## src/rtl/magnitude_sqrt_unit_pkg.sv

```systemverilog
// Shared definitions for the magnitude square-root engine.
//   WIDTH   : default operand width (sum of squares from the magnitude stage)
//   state_e : controller state encoding (IDLE, CALC)
package magnitude_sqrt_unit_pkg;

  localparam int WIDTH = 32;

  typedef enum logic {
    IDLE = 1'b0,
    CALC = 1'b1
  } state_e;

endpackage

```

## src/rtl/magnitude_sqrt_unit_sqrt_step.sv

```systemverilog
// One step of the restoring digit-by-digit square root.
// Ports:
//   acc      : partial remainder (H+2 bits)
//   rad_top  : next two radicand bits, MSB first
//   root     : partial root (H bits)
//   acc_nxt  : remainder after this step
//   root_nxt : root with the new bit shifted in
module sqrt_step #(
  parameter int H = 16
) (
  input  logic [H+1:0] acc,
  input  logic [1:0]   rad_top,
  input  logic [H-1:0] root,
  output logic [H+1:0] acc_nxt,
  output logic [H-1:0] root_nxt
);

  logic [H+1:0] t_lo;
  logic [H+1:0] trial;
  logic         ge;

  // The comparison uses the full-width shifted remainder; the subtraction
  // only needs H+2 bits because a successful trial always leaves a result
  // that fits the accumulator.
  assign trial = {root, 2'b01};
  assign t_lo  = {acc[H-1:0], rad_top};
  assign ge    = {acc, rad_top} >= {2'b00, trial};

  always_comb begin
    acc_nxt  = t_lo;
    root_nxt = {root[H-2:0], 1'b0};
    if (ge) begin
      acc_nxt  = t_lo - trial;
      root_nxt = {root[H-2:0], 1'b1};
    end
  end

endmodule

```

## src/rtl/magnitude_sqrt_unit.sv

```systemverilog
// Iterative integer square root: R = floor(sqrt(M)), Rem = M - R^2.
// One root bit per clock; fixed latency of Width/2 clocks from accept.
// Handshake: in IDLE an edge with start=1 accepts M (busy rises); start while
// busy is ignored. valid pulses for one cycle when R/Rem update, in the same
// cycle busy is low again, so start may be held high for back-to-back work.
// Ports:
//   Clk, Rst  : clock, asynchronous active-low reset
//   start, M  : request and operand
//   R, Rem    : root and remainder (held until next completion)
//   busy      : computation in progress
//   valid     : one-cycle result strobe
//   dbg_state : current controller state
module magnitude_sqrt_unit
  import magnitude_sqrt_unit_pkg::*;
#(
  parameter int Width = WIDTH
) (
  input  logic                 Clk,
  input  logic                 Rst,
  input  logic                 start,
  input  logic [Width-1:0]     M,
  output logic [Width/2-1:0]   R,
  output logic [Width/2:0]     Rem,
  output logic                 busy,
  output logic                 valid,
  output state_e               dbg_state
);

  localparam int H  = Width / 2;
  localparam int CW = $clog2(H + 1);

  state_e         state, state_nxt;
  logic [Width-1:0] rad, rad_nxt;
  logic [H+1:0]   acc, acc_nxt;
  logic [H-1:0]   root, root_nxt;
  logic [CW-1:0]  cnt, cnt_nxt;
  logic [H-1:0]   r_nxt;
  logic [H:0]     rem_nxt;
  logic           busy_nxt, valid_nxt;

  logic [H+1:0]   step_acc;
  logic [H-1:0]   step_root;

  sqrt_step #(.H(H)) u_step (
    .acc      (acc),
    .rad_top  (rad[Width-1:Width-2]),
    .root     (root),
    .acc_nxt  (step_acc),
    .root_nxt (step_root)
  );

  always_ff @(posedge Clk or negedge Rst) begin
    if (!Rst) begin
      state <= IDLE;
      rad   <= '0;
      acc   <= '0;
      root  <= '0;
      cnt   <= '0;
      R     <= '0;
      Rem   <= '0;
      busy  <= 1'b0;
      valid <= 1'b0;
    end else begin
      state <= state_nxt;
      rad   <= rad_nxt;
      acc   <= acc_nxt;
      root  <= root_nxt;
      cnt   <= cnt_nxt;
      R     <= r_nxt;
      Rem   <= rem_nxt;
      busy  <= busy_nxt;
      valid <= valid_nxt;
    end
  end

  always_comb begin
    state_nxt = state;
    rad_nxt   = rad;
    acc_nxt   = acc;
    root_nxt  = root;
    cnt_nxt   = cnt;
    r_nxt     = R;
    rem_nxt   = Rem;
    busy_nxt  = busy;
    valid_nxt = 1'b0;
    case (state)
      IDLE: begin
        if (start) begin
          rad_nxt   = M;
          acc_nxt   = '0;
          root_nxt  = '0;
          cnt_nxt   = CW'(H);
          busy_nxt  = 1'b1;
          state_nxt = CALC;
        end
      end
      CALC: begin
        rad_nxt  = {rad[Width-3:0], 2'b00};
        acc_nxt  = step_acc;
        root_nxt = step_root;
        cnt_nxt  = cnt - CW'(1);
        // Last step: publish the result and free the engine in the same edge.
        if (cnt == CW'(1)) begin
          r_nxt     = step_root;
          rem_nxt   = step_acc[H:0];
          valid_nxt = 1'b1;
          busy_nxt  = 1'b0;
          state_nxt = IDLE;
        end
      end
      default: state_nxt = IDLE;
    endcase
  end

  assign dbg_state = state;

endmodule

```

## config.mk

```make
export PLATFORM = sky130hd
export DESIGN_NAME = magnitude_sqrt_unit
export DESIGN_NICKNAME = d
export VERILOG_FILES = /design/src/rtl/magnitude_sqrt_unit_pkg.sv /design/src/rtl/magnitude_sqrt_unit_sqrt_step.sv /design/src/rtl/magnitude_sqrt_unit.sv
export SDC_FILE = /design/constraint.sdc
export NUM_CORES = 1
export LEC_CHECK = 0
export BUFFER_PORTS_ARGS = -buffer_cell sky130_fd_sc_hd__buf_2
export CAP_MARGIN = 40
export CORE_ASPECT_RATIO = 1.1
export CORE_MARGIN = 2
export CORE_UTILIZATION = 58
export DETAILED_ROUTE_END_ITERATION = 7
export HOLD_SLACK_MARGIN = 0.15
export PLACE_DENSITY = 0.79
export SETUP_SLACK_MARGIN = 0.4
export SYNTH_ARGS = -nofsm -noshare
export SYNTH_HDL_FRONTEND = slang
export SYNTH_SLANG_ARGS = --single-unit
```

## constraint.sdc

```tcl
create_clock -name Clk -period 2.8 [get_ports Clk]
set_clock_uncertainty 0.05 [all_clocks]
set_input_delay 0.14 -clock Clk [delete_from_list [all_inputs] [get_ports Clk]]
set_output_delay 0.14 -clock Clk [all_outputs]
set_load 0.02 [all_outputs]
```

---- Yosys cells after proc, flatten, opt, wreduce, memory -nomap -nowiden ----
Cells that the tools add are included.
operators by class
  add/sub/neg operators ................... 2
  magnitude comparators ................... 1
  equal/unequal tests ..................... 3
  mux-type cells .......................... 18
  bitwise operators ....................... 1
  reduce and logical (&&, ||, !) cells .... 2
operators with widths
  operator               number
  $pmux W32 S2           1
  $mux W18               2
  $pmux W18 S2           1
  $mux W32               1
  $pmux W16 S2           1
  $ge A20 B18 Y1         1
  $sub A18 B18 Y18       1
  $mux W16               1
  $pmux W5 S2            1
  $mux W1                7
  $eq A5 B1 Y1 const B   1
  $mux W5                1
  $sub A5 B1 Y5 const B  1
  $pmux W1 S2            2
  $reduce_and A2 Y1      2
  $ne A2 B1 Y1 const B   1
  $ne A2 B2 Y1 const B   1
  $not A1 Y1             1
storage, ports and cells
  register bits ........................... 107
  output and inout port bits .............. 36
  logic and storage cells ................. 36

---- Longest topological paths before layout ----
Gate-level depths: netlist of run 1.
  depth in word-level cells ............... 3
  mapped depth ............................ 11

---- Cells and area by module ----
From an unflattened synthesis of run 1, not the netlist that was laid out.
second synthesis, totals
  cells, all modules ...................... 510
  area, all modules ....................... 5,671.7 um2
modules (own cells, without submodules)
  module               instances  cells an instance  area each (um2)
  magnitude_sqrt_unit  1          316                4,234.1
  sqrt_step            1          194                1,437.6

---- Worst setup path before layout of run 1 ----
Ideal clock, no wire load.
  path type ............................... reg2reg
  start point ............................. register acc[7]
  end point ............................... register Rem[12]
  data arrival time ....................... 2.314 ns
  data required time ...................... 2.625 ns
  setup slack ............................. 0.310 ns
  stages on the path, launching flop included .. 10
  buffers on the path ..................... 2
  period minus slack after synthesis ...... 2.490 ns
  cell sequence ........................... dfrtp_1 ha_1 buf_6 a21o_1 a211oi_2 o2111ai_1 nand2_1 buf_6 mux2_4 mux2_4
between the ends
  word-level cells in the longest chain between the ends .. 2
  elaborated cells between the ends (all ways) .. 3
  those cells by class .................... add/sub (1); order compare (1); mux (1)
ends and longest elaborated chain
  what                                                RTL line                                                                  source
  start, declared                                     magnitude_sqrt_unit.sv:34                                                 logic [H+1:0] acc, acc_nxt;
  start signal, assigned                              magnitude_sqrt_unit.sv:66                                                 acc <= acc_nxt;
  $sub A18 B18 Y18 or $ge A20 B18 Y1 (tied branches)  magnitude_sqrt_unit_sqrt_step.sv:33, magnitude_sqrt_unit_sqrt_step.sv:27
  $mux W18 *                                          magnitude_sqrt_unit_sqrt_step.sv:32                                       if (ge) begin
  end signal, assigned                                magnitude_sqrt_unit.sv:70                                                 Rem <= rem_nxt;
  end, declared                                       magnitude_sqrt_unit.sv:23                                                 output logic [Width/2:0] Rem,
Mark *: on every way between the ends. The rest lies on a longest branch, timed or not.
A chain may end at the register's enable or synchronous reset.

---- Worst setup path after layout of run 1 ----
  start point ............................. register acc[0]
  end point ............................... register Rem[14]
The elaborated chain is that of the path after synthesis.

==> results.json, run 1 <==
{
  "min_period_ns": 2.53,
  "h-tree-depth": 3,
  "max_slew_margin": 0.494,
  "vias": 4622,
  "tightestPinTransition_ns": 0.759,
  "io_buffer_count": 70,
  "drv_cap": 0,
  "clock-root-buffer": "clkbuf_8",
  "worst-path-stages": 9,
  "worst_skew_pair.late_latency_ns": 0.39,
  "pre_cts_slack_ns": 0.134,
  "dr.pass1.iters": 8,
  "rsz0062_at_grt": "yes",
  "crit_path_end_kind": "flip-flop",
  "final.setup.worst_slack_ns": 0.269,
  "numCtsBuffers": 9,
  "critical_path_class": "reg2reg",
  "synth.distinct_cells": 51,
  "ys_ff_latch": 107,
  "hold_ws_ns": 0.169,
  "cp-endpoint": "Rem[14]",
  "dp_cells": 716,
  "path_buf_inv": 2,
  "ant_nets": 0,
  "dieArea_um2": 10600,
  "timing.rr.start": "acc[0]",
  "final_nets": 723,
  "cts.path.max_buffers": 2,
  "clock.fmax_mhz": 395,
  "vdd.ir_drop.worst_mv": 0.730,
  "multi_input_area_um2": 3020,
  "hold_viol": 0,
  "fin_util": 0.763,
  "finalSetupTns_ns": 0,
  "required_ns": 3.03,
  "post_drt_via_cell_ratio": 5.85,
  "ys_seq_area_frac": 0.472,
  "setup_viol": 0,
  "drtIter0Drc": 272,
  "power_mw": 11.2,
  "avgSynthCellArea_um2": 10.3,
  "arrival_ns": 2.76,
  "worstSetupStartpointType": "flip-flop",
  "cp_cell_sequence": "ha_4 > nand2b_1 > a21oi_2 > a211oi_4 > buf_4 > buf_4 > o311a_1 > mux2_4 > mux2_4",
  "die_x_um": 98.3,
  "yosys_most_used_dff": "dfrtp_1",
  "grt_pass1_wl_mm": 23.1,
  "cts.sinks": 107,
  "slowest_delay_ns": 0.45,
  "outcome": "completed",
  "seq_area_um2": 2690,
  "overflow": 0,
  "fp.coreArea_um2": 9440,
  "hold_class": "in2reg",
  "start_util": 0.600,
  "p_leak_nw": 3.43,
  "worstPathMaxFanout": 5,
  "timing.final.crit_share": 0.904,
  "synth-async-reset-ratio": 1.00,
  "r2r_cells": 9,
  "drive_above_1_share": 0.315,
  "grt_pass1_vias": 4553,
  "ios": 71,
  "tritoncts": "done",
  "synth_warnings": 0,
  "grt_max_degree": 97,
  "synth_nets": 603,
  "fillers": 611,
  "core.rowCount": 37,
  "place.gp.congestion": 0.915,
  "slowest_stage": "dfrtp_1",
  "fin_area_um2": 7200,
  "diodes": 0,
  "r2r_setup_slack_ns": 0.27,
  "die_height_um": 108,
  "grt_use_total": 0.275,
  "netlist_area_um2": 5670,
  "syn_to_final_growth_pct": 27.1,
  "dpl_cell_area_um2": 6220,
  "syn_inst": 548,
  "clk_pin_slew_worst_paths_ns": 0.10,
  "synth_edf_count": 0,
  "crit_start": "acc[0]",
  "wl_per_cell_um": 17.7,
  "dp_hpwl_mm": 8.50,
  "fin_cells": 790,
  "antenna_found_initial": 0,
  "wl_mm": 14.0,
  "p_per_area_nw_per_um2": 1560,
  "drc_errors": 0,
  "crit_family": "compound AO/OA/AOI/OAI gates",
  "timing.final.max_slew_violations": 0,
  "r2r_end": "Rem[14]"
}
==> synth_stat cells, drive strengths merged, types with 3 or more instances <==
| master | instances | area share |
|---|---|---|
| nor3b | 10 | 0.013 |
| clkbuf | 21 | 0.014 |
| a21oi | 15 | 0.014 |
| inv | 27 | 0.018 |
| a211oi | 6 | 0.0088 |
| nor3 | 9 | 0.0079 |
| dfrtp | 107 | 0.47 |
| o21bai | 3 | 0.0040 |
| a21o | 14 | 0.019 |
| buf | 13 | 0.016 |
| a22o | 7 | 0.011 |
| nand2b | 4 | 0.0044 |
| xor2 | 7 | 0.011 |
| ha | 20 | 0.044 |
| o31ai | 17 | 0.023 |
| o21ai | 61 | 0.055 |
| nand2 | 82 | 0.054 |
| mux2 | 32 | 0.082 |
| mux2i | 35 | 0.062 |
| xnor2 | 7 | 0.011 |
| a2111oi | 3 | 0.0068 |
| nor2 | 22 | 0.015 |
==> how the worst min path moves through the flow <==
| stage | endpoint | startpoint | cells past startpoint |
|---|---|---|---|
| after global placement | valid | Rst | 1 |
| after floorplan | R[0] | Rst | 0 |
| after detailed placement | valid | Rst | 1 |
| final | rad[11] | start | 3 |
| after CTS | rad[11] | start | 3 |
| after global routing | rad[11] | start | 3 |
==> where the power goes <==
group          switching [mW]  internal, mW
combinational            3.61          3.85
clock                   0.562         0.360
sequential              0.553          2.28
==> worst register-to-register path, delay by kind of cell (launching register included) <==
family          cells  cell delay, ns
fa+ha+maj           1            0.33
flops               1            0.45
buf+inv             2            0.30
mux                 2            0.53
simple gates        1            0.10
compound gates      3            0.68
==> flip-flops by register name (all words and copies together), names as in the netlist, 5 cells and up <==
| name | flops |
|---|---|
| rad | 32 |
| acc | 18 |
| Rem | 17 |
| R | 16 |
| root | 16 |
| cnt | 5 |
==> timing repair <==
| item | CTS | global route |
|---|---|---|
| pin swaps | 12 | 19 |
| buffers inserted | 16 | 6 |
| setup endpoints to repair | 34 | 34 |
| resized for setup | 35 | 22 |
| gates cloned | 1 | 0 |
| hold buffers | 35 | 0 |
| hold endpoints to repair | 87 | 0 |
==> metal layers <==
| layer | wire length [µm] | up-vias | share of wire | global-route usage |
|---|---|---|---|---|
| li1 | - | 2165 | - | - |
| met1 | 5930 | 2294 | 0.42 | 0.355 |
| met2 | 7120 | 136 | 0.51 | 0.473 |
| met3 | 589 | 27 | 0.042 | 0.0416 |
| met4 | 341 | 0 | 0.024 | 0.102 |
| met5 | 0 | - | 0 | 0 |
==> layout make-up <==
type,count,share of cell area
repair buffers,143,0.149
clock buffers,11,0.0196
well taps,117,0.0203
multi-input cells,380,0.419
clock inverters,5,0.00590
flip-flops and latches,107,0.373
inverters,27,0.0141
==> cell families after synthesis <==
group / after synthesis / share of synthesized area
AOI/OAI and AO/OA: 142 / 0.165
xor gates and xnor gates: 14 / 0.0216
adders and majority gates: 20 / 0.0442
buffers and inverters: 61 / 0.0475
DFF: 107 / 0.472
muxes: 67 / 0.144
and+or+nand+nor: 137 / 0.106
==> cell usage in the layout (no fill, tap or decap), types with 8 or more instances in the layout <==
master         Yosys  layout
dfrtp_1          107     103
nor3_1             9       8
inv_2              1      14
nor3b_1           10      10
nor2_1            22      19
ha_4               0      14
a21oi_1           14      11
clkbuf_8           0      10
mux2i_1           35      33
buf_2              2      69
mux2_4            28      28
o21ai_0           60      56
o31ai_1           17      17
inv_1             26      13
dlygate4sd3_1      0      35
nand2_1           82      80
a21o_1            14      14
buf_4              2      30
Power figures use the tool's default switching activity.
==> run 2, diff against run 1 <==
Settings changed: RECOVER_POWER set to 100.
==> run 2 against run 1 <==
Critical path depth rose by 1; utilization fell by 1.2 points; combinational power down 4.0%; first-iteration DRC count shrank 1.5%.
==> results.json, run 2 (same netlist as run 1, synthesis figures left out) <==
{
  "outcome": "completed",
  "antenna_found_initial": 0,
  "required_ns": 3.02,
  "p_leak_nw": 3.27,
  "path_buf_inv": 2,
  "die_x_um": 98.3,
  "ios": 71,
  "slowest_stage": "dfrtp_1",
  "top_register": "rad",
  "numCtsBuffers": 9,
  "h-tree-depth": 3,
  "largest_register_ffs": 32,
  "intPower_mw": 6.21,
  "hold_class": "in2reg",
  "final_common_cell": "dfrtp_1",
  "min_period_ns": 2.61,
  "wl_per_cell_um": 17.9,
  "dpl_cell_area_um2": 6220,
  "clock.fmax_mhz": 383,
  "ant_nets": 0,
  "clock-root-buffer": "clkbuf_8",
  "start_util": 0.600,
  "max_slew_margin": 0.0111,
  "setup_viol": 0,
  "critical_path_class": "reg2reg",
  "pwr-share-clk": 0.085,
  "die_height_um": 108,
  "switchingPower_mw": 4.72,
  "crit_family": "multiplexers",
  "grt_use_total": 0.275,
  "dp_hpwl_mm": 8.50,
  "seq_power_share": 0.260,
  "switching_share": 0.432,
  "worstPathMaxFanout": 6,
  "fp.coreArea_um2": 9440,
  "grt_max_degree": 97,
  "hold_viol": 0,
  "cts.sinks": 107,
  "post_drt_via_cell_ratio": 5.85,
  "timing.final.max_slew_violations": 0,
  "rsz0062_at_grt": "yes",
  "final_nets": 723,
  "slowest_delay_ns": 0.45,
  "drc_errors": 0,
  "timing.final.crit_share": 0.933,
  "diodes": 0,
  "wl_mm": 14.1,
  "core.rowCount": 37,
  "arrival_ns": 2.84,
  "cts.path.max_buffers": 2,
  "tightestPinTransition_ns": 1.48,
  "p_comb_frac": 0.655,
  "vias": 4621,
  "place.gp.congestion": 0.915,
  "p_per_area_nw_per_um2": 1540,
  "tritoncts": "done",
  "top_regs": "rad: 32 flops, acc: 18 flops, Rem: 17 flops",
  "drive_above_1_share": 0.238,
  "cp_cell_sequence": "ha_4 > nand2b_1 > a21oi_2 > a211oi_4 > o2111ai_2 > nand2_1 > buf_6 > buf_12 > mux2_4 > mux2_1",
  "vdd.ir_drop.worst_mv": 0.717,
  "overflow": 0,
  "grt_pass1_vias": 4553,
  "worst_skew_pair.late_latency_ns": 0.39,
  "drtIter0Drc": 268,
  "io_buffer_count": 70,
  "dr.pass1.iters": 6,
  "finalSetupTns_ns": 0,
  "dieArea_um2": 10600,
  "syn_to_final_growth_pct": 25.1,
  "crit_path_end_kind": "flip-flop",
  "grt_pass1_wl_mm": 23.1,
  "drv_cap": 0,
  "clk_pin_slew_worst_paths_ns": 0.11,
  "worstSetupStartpointType": "flip-flop",
  "fin_area_um2": 7090,
  "final_cell_mix": "dfrtp_1 (103), nand2_1 (81), o21ai_0 (57), clkbuf_1 (41), dlygate4sd3_1 (35)"
}
-- run 2: changes by cell type in the layout (fill, tap and decap cells not counted), sizes merged --
cell / before / now
clkbuf: 11 / 54
buf: 108 / 65
-- run 2: final timing paths --
| check | from | end | slack [ns] | cells after the start |
|---|---|---|---|---|
| worst min-delay path | start | rad[11] | 0.17 | 3 |
| worst min register to register | R[12] | R[12] | 0.44 | 2 |
| min in group asynchronous | Rst | valid | 0.57 | 2 |
| worst max register to register | acc[0] | Rem[9] | 0.19 | 10 |
| max in group asynchronous | Rst | acc[17] | 0.55 | 3 |
| worst max-delay path | acc[0] | Rem[9] | 0.19 | 10 |
-- run 2: tightest hold or removal path, stage by stage --
cell and delay [ns]:
buf_2 0.18, mux2i_1 0.16, o21ai_0 0.08
-- run 2: per-layer routing --
metal | GRT usage | share of wire | up-vias
met5 | 0 | 0 | -
met4 | 0.102 | 0.027 | 0
met3 | 0.0416 | 0.041 | 33
met2 | 0.473 | 0.51 | 144
met1 | 0.355 | 0.43 | 2275
li1 | - | - | 2169
-- run 2: cell type report --
type	count	area (µm²)
Timing Repair Buffer	143	1000
Clock inverter	5	42.5
Fill cell	659	2350
Multi-Input combinational cell	380	2970
Inverter	27	101
Sequential cell	107	2690
Clock buffer	11	141
Tap cell	117	146
-- run 2: metrics by stage --
stage                util  setup WS [ns]  cells  power [mW]  hold WS [ns]
floorplan               -          0.382    548        7.53        -0.206
global placement    0.655          0.151    715        8.62         0.196
detailed placement  0.658          0.134    716        8.88         0.200
CTS                 0.751          0.309    784        10.7         0.155
global route        0.751          0.105    790        11.7         0.184
finish              0.751          0.187    790        10.9         0.169
-- run 2: power groups by stage --
| stage | logic [mW] | clock network [mW] | registers [mW] |
|---|---|---|---|
| floorplan | 4.60 | 0 | 2.93 |
| global placement | 5.86 | 0 | 2.76 |
| detailed placement | 6.10 | 0 | 2.78 |
| CTS | 7.01 | 0.930 | 2.80 |
| global route | 7.76 | 0.985 | 2.92 |
| finish | 7.16 | 0.931 | 2.84 |
-- run 2: repair_timing --
| item | CTS | global route |
|---|---|---|
| setup buffers | 16 | 6 |
| gates resized for setup | 35 | 22 |
| cloned | 1 | 0 |
| hold endpoints to repair | 87 | 0 |
| setup endpoints to repair | 34 | 34 |
| pin swaps | 12 | 19 |
| hold buffers | 35 | 0 |
